--- src/rtl/wb_stage_regfile_pkg.sv ---
// Shared pipeline types and constants for the writeback stage.
// Also hosts the read-port bypass selector used by the register file.
package wb_stage_regfile_pkg;

  localparam int REG_ADDR_W = 5;
  localparam int XLEN       = 32;
  localparam int NUM_REGS   = 32;
  localparam logic [REG_ADDR_W-1:0] REG_ZERO = 5'd0;

  typedef enum logic {
    WB_IDLE,
    WB_WAIT_LOAD
  } wb_state_t;

  function automatic logic [XLEN-1:0] bypass_sel(
    input logic [REG_ADDR_W-1:0] raddr,
    input logic                  we,
    input logic [REG_ADDR_W-1:0] waddr,
    input logic [XLEN-1:0]       wdata,
    input logic [XLEN-1:0]       rval
  );
    logic [XLEN-1:0] r;
    r = rval;
    if (raddr == REG_ZERO) r = '0;
    else if (we && raddr == waddr) r = wdata;
    return r;
  endfunction

endpackage

--- src/rtl/wb_stage_regfile_rf.sv ---
// 32x32 register file: two read ports, one write port.
// Synchronous clear, r0 reads zero, same-cycle write bypass.
module regfile_2r1w
  import wb_stage_regfile_pkg::*;
(
  input  logic                  clk,
  input  logic                  rst_n,
  input  logic                  we_i,
  input  logic [REG_ADDR_W-1:0] waddr_i,
  input  logic [XLEN-1:0]       wdata_i,
  input  logic [REG_ADDR_W-1:0] raddr_a_i,
  input  logic [REG_ADDR_W-1:0] raddr_b_i,
  output logic [XLEN-1:0]       rdata_a_o,
  output logic [XLEN-1:0]       rdata_b_o
);

  logic [XLEN-1:0] mem_q [NUM_REGS];

  always_ff @(posedge clk) begin
    if (!rst_n) begin
      for (int i = 0; i < NUM_REGS; i++)
        mem_q[i] <= '0;
    end else if (we_i) begin
      mem_q[waddr_i] <= wdata_i;
    end
  end

  always_comb begin
    rdata_a_o = bypass_sel(raddr_a_i, we_i, waddr_i,
                           wdata_i, mem_q[raddr_a_i]);
    rdata_b_o = bypass_sel(raddr_b_i, we_i, waddr_i,
                           wdata_i, mem_q[raddr_b_i]);
  end

endmodule

--- src/rtl/wb_stage_regfile.sv ---
// Writeback stage: selects the WB value, waits on late loads,
// commits to the register file and counts retired instructions.
module wb_stage_regfile
  import wb_stage_regfile_pkg::*;
#(
  parameter int LOAD_TIMEOUT = 16,
  parameter int CNT_W        = 32
) (
  input  logic                  clk,
  input  logic                  rst_n,
  input  logic                  wb_valid,
  input  logic                  reg_write,
  input  logic                  mem_to_reg,
  input  logic [REG_ADDR_W-1:0] dest_addr,
  input  logic [XLEN-1:0]       alu_result,
  input  logic [XLEN-1:0]       mem_rdata,
  input  logic                  mem_rvalid,
  input  logic [REG_ADDR_W-1:0] rs_addr,
  input  logic [REG_ADDR_W-1:0] rt_addr,
  output logic [XLEN-1:0]       rs_data,
  output logic [XLEN-1:0]       rt_data,
  output logic                  wb_stall,
  output logic                  fwd_en,
  output logic [REG_ADDR_W-1:0] fwd_addr,
  output logic [XLEN-1:0]       fwd_data,
  output logic                  load_err,
  output logic [CNT_W-1:0]      retired_count
);

  localparam int TW = $clog2(LOAD_TIMEOUT + 1);

  wb_state_t       state_q, state_d;
  logic [TW-1:0]   tmo_q, tmo_d;
  logic            err_q, err_d;
  logic [CNT_W-1:0] ret_q, ret_d;
  logic            boot_q;

  logic [XLEN-1:0] wb_data;
  logic            data_ok;
  logic            abandon;
  logic            commit;
  logic            wr_en;

  // boot_q masks the first cycle after reset so stale MEM/WB
  // contents can neither stall nor commit.
  always_comb begin
    wb_data  = mem_to_reg ? mem_rdata : alu_result;
    data_ok  = !mem_to_reg || mem_rvalid;
    abandon  = !boot_q && state_q == WB_WAIT_LOAD && !mem_rvalid
               && tmo_q == TW'(LOAD_TIMEOUT);
    commit   = !boot_q && wb_valid && data_ok && !abandon;
    wr_en    = commit && reg_write && dest_addr != REG_ZERO;
    state_d  = state_q;
    tmo_d    = tmo_q;
    err_d    = err_q || abandon;
    ret_d    = ret_q + CNT_W'(commit);
    wb_stall = 1'b0;
    if (!boot_q) begin
      unique case (state_q)
        WB_IDLE: begin
          if (wb_valid && mem_to_reg && !mem_rvalid) begin
            state_d  = WB_WAIT_LOAD;
            tmo_d    = TW'(1);
            wb_stall = 1'b1;
          end
        end
        WB_WAIT_LOAD: begin
          if (mem_rvalid || abandon) begin
            state_d = WB_IDLE;
            tmo_d   = '0;
          end else begin
            tmo_d    = tmo_q + TW'(1);
            wb_stall = 1'b1;
          end
        end
        default: state_d = WB_IDLE;
      endcase
    end
  end

  always_ff @(posedge clk) begin
    if (!rst_n) begin
      state_q <= WB_IDLE;
      tmo_q   <= '0;
      err_q   <= 1'b0;
      ret_q   <= '0;
      boot_q  <= 1'b1;
    end else begin
      state_q <= state_d;
      tmo_q   <= tmo_d;
      err_q   <= err_d;
      ret_q   <= ret_d;
      boot_q  <= 1'b0;
    end
  end

  assign fwd_en        = wr_en;
  assign fwd_addr      = wr_en ? dest_addr : REG_ZERO;
  assign fwd_data      = wr_en ? wb_data : '0;
  assign load_err      = err_q;
  assign retired_count = ret_q;

  regfile_2r1w u_rf (
    .clk       (clk),
    .rst_n     (rst_n),
    .we_i      (wr_en),
    .waddr_i   (dest_addr),
    .wdata_i   (wb_data),
    .raddr_a_i (rs_addr),
    .raddr_b_i (rt_addr),
    .rdata_a_o (rs_data),
    .rdata_b_o (rt_data)
  );

endmodule

--- config.mk ---
export PLATFORM = sky130hd
export DESIGN_NAME = wb_stage_regfile
export DESIGN_NICKNAME = d
export VERILOG_FILES = /design/src/rtl/wb_stage_regfile_pkg.sv /design/src/rtl/wb_stage_regfile_rf.sv /design/src/rtl/wb_stage_regfile.sv
export SDC_FILE = /design/constraint.sdc
export NUM_CORES = 2
export LEC_CHECK = 0
export ABC_AREA = 0
export BUFFER_PORTS_ARGS = -buffer_cell sky130_fd_sc_hd__buf_2
export CAP_MARGIN = 5
export CORE_MARGIN = 1.5
export CORE_UTILIZATION = 43
export DETAILED_ROUTE_END_ITERATION = 10
export PLACE_DENSITY = 0.67
export SYNTH_ARGS = -nofsm -noshare
export SYNTH_HDL_FRONTEND = slang
export SYNTH_HIERARCHICAL = 1
export SYNTH_SLANG_ARGS = --single-unit
export TNS_END_PERCENT = 50
--- constraint.sdc ---
create_clock -name clk -period 6.88 [get_ports clk]
set_clock_uncertainty 0.1 [all_clocks]
set_input_delay 0.344 -clock clk [delete_from_list [all_inputs] [get_ports clk]]
set_output_delay 0.344 -clock clk [all_outputs]
set_load 0.01 [all_outputs]
==> results.ini <==
[outcome]
status=finished clean

[detailed_routing]
first_iter_violations=6444
drc=0
post_drt_wl_per_cell_um=34.22
final_antenna_net_count=0
num_vias=39830
firstDrtPassIters=8
wl_mm=206.3
vias_per_cell=6.606

[floorplanning]
die_w_um=369.9
start_util_pct=43.38
rows=134
die_h_um=369.9
die_area_mm2=0.1368
placeableCoreArea_mm2=0.1335
num_io_pins=221

[placed_design]
dp_cells=5811
port_buffers=220
gp_congestion=0.9598
place_hpwl_mm=127.5
place_ws_ps=2118

[critical_path]
critical-path-top-delay-family=compound AO/OA/AOI/OAI gates
worstPathCellList=inv_1 -> ha_1 -> and4bb_4 -> a2111oi_4 -> o21ai_4 -> inv_1 -> nand2_1 -> or2_2 -> buf_4 -> nor2b_1 -> buf_4 -> a221o_1 -> buf_2
worst_ep_required_time_ps=6440
cpPeakStageDelay_ps=960
worst_setup_path_start_kind=flop
path_class=flop to output pin
crit_arrival_ps=5010
cp_num_buf_inv=5
end_kind=output pin
critical_path.max_fanout=39
crit_slowest_cell=a2111oi_4

[synth]
ys_seq_area_share_pct=54.50
synth_nets=4240
syn_avg_cell_area_um2=13.95
ys.warnings.count=6
async_flop_share_pct=0
synth_edf_count=1024
synth.ff_latch_count=1064
ys_types=67
synthCells=4151
synth_area_mm2=0.05789
synth-main-ff-cell=edfxtp_1

[timing]
slew_headroom_pct=2.256
final.setup.tns_ps=0
worst_pin_slew_ps=1463
fin_hold_ws_ps=279.7
final_hold_viol_count=0
timing.fmax_mhz=183.2
period_share_pct=79.34
setup_ws_ps=1421
finalSetupViolations=0
drv_slew=0
fin_crit_ps=5459
rsz0062_at_grt=no

[clock_network]
cts_tree=built
cts_max_level=3
cts_resized=0
clock-sinks=1064
clk_pin_slew_ps=70
insertion_delay_ps=730
clock_path_buffers=3
cts_buffers=110
cts_root_buffer=clkbuf_16

[global_routing]
grt_overflow=0
grt_start_max_net_pins=105
grt_usage_pct=29.58
grt_pass1_vias=37800
grt_pass1_wl_mm=285.9
grt_antenna_before_repair=8

[cells_and_area]
final_nets=4247
final_cells=6029
utilization_pct=48.30
area_growth_syn_to_layout_pct=11.36
drive_gt1_share_pct=23.90

[flow_run]
maxCapViolCount=0

[pwr]
p_leak_nw=23.88
cellPowerDensity_mw_per_mm2=235.2
ir_worst_vdd_v=0.0001866

[worst_hold_path]
timing.hold.worst.class=input port to flop

[area by class of cell]
cell class | count | area (µm²)
fill | 11440 | 68990
sequential | 1064 | 31550
multi-input combinational | 2641 | 24950
clock buffer | 127 | 2858
tap | 1768 | 2212
timing repair buffer | 332 | 2098
clock inverter | 82 | 753.2
inverter | 9 | 33.78
antenna | 6 | 15.01
[routing by layer]
| metal | routed length (µm) | GRT usage, % | vias to the layer above |
|---|---|---|---|
| met5 | 14 | 0 | - |
| met4 | 12870 | 15.61 | 2 |
| met3 | 27910 | 8.450 | 629 |
| met2 | 90170 | 44.08 | 3211 |
| met1 | 75370 | 39.23 | 20060 |
| li1 | - | - | 15930 |
[power by group]
part	total (W)	internal (W)	switching, W
combinational	0.00174	0.000566	0.00117
sequential	0.00733	0.00725	0.0000862
clock	0.00609	0.00340	0.00269
total	0.0152	0.0112	0.00395
[placed cells by master (no fill, tap or decap), types with 38 or more instances in the layout]
cell       instances
o21ai_0           66
and2_1          1035
buf_2            211
a21oi_1           81
buf_4            106
dfxtp_1           40
a22oi_1          112
clkbuf_16        111
nand2_1           84
edfxtp_1        1024
mux2i_1          334
mux4_2           377
mux2_2            38
o221ai_1          38
[through the flow]
stage	total power (W)	area, µm²
floorplan	0.008438	57890
global placement	0.009122	60810
detailed placement	0.009141	60810
CTS	0.01514	64450
global route	0.01546	64450
finish	0.01516	64470
[flip-flops by register name, indices dropped and copies added (netlist names)]
signal / count
state_q: 1
load_err: 1
u_rf/mem_q: 1024
retired_count: 32
boot_q: 1
tmo_q: 5
[cells in the mapped netlist (21+ instances only)]
library cell     n  area [µm²]
mux4_2         377        8491
nor2_1          67       251.5
nor2b_1         38       237.7
buf_6           26       292.8
a21oi_1         81       405.4
a211oi_1        34       255.2
edfxtp_1      1024       30750
mux2_2          38       427.9
nand3_1         28       140.1
o221ai_1        38       332.8
a22oi_1        112       840.8
o21ai_0         99       495.5
a221oi_1        25       219.0
a32o_1          32       320.3
o22ai_1         35       219.0
clkbuf_1       301        1130
dfxtp_1         40       800.8
nand2_1         84       315.3
buf_2           79       395.4
and2_1        1036        6481
mux2i_1        334        3343
buf_4           21       157.7
[worst register-to-register path, stage by stage, from the launching register on]
cell,delay [ps]
dfxtp_1,360
inv_1,80
ha_1,210
and4bb_4,240
a2111oi_4,960
o21ai_4,110
inv_1,180
nand2_1,110
nor2_1,100
nand2_1,400
buf_4,400
o21ai_4,730
buf_4,510
[timing repair]
action                    in CTS  in global routing
hold endpoints to repair       4                  0
hold buffers                   3                  0
buffers inserted               0                  0
[path summary, 6_finish.rpt]
path / from / to / slack [ps] / depth (start not counted)
max reg2reg: tmo_q[0]$_SDFFE_PN0P_ / u_rf/mem_q[22][28]$_SDFFCE_PN0P_ / 2050 / 12
min: alu_result[18] / u_rf/mem_q[18][18]$_SDFFCE_PN0P_ / 280 / 4
max: tmo_q[0]$_SDFFE_PN0P_ / rt_data[13] / 1420 / 13
min reg2reg: load_err$_SDFF_PN0_ / load_err$_SDFF_PN0_ / 390 / 2
[kinds of logic after synthesis]
kind of cell / synth area share, %
XOR/XNOR: 0.3026
flip-flops: 54.50
AO/OA/AOI/OAI: 6.454
adder cells (fa/ha/maj): 0.08646
buffers and inverters: 3.558
multiplexers: 21.18
AND/OR/NAND/NOR: 13.92
Power figures use the tool's default switching activity.
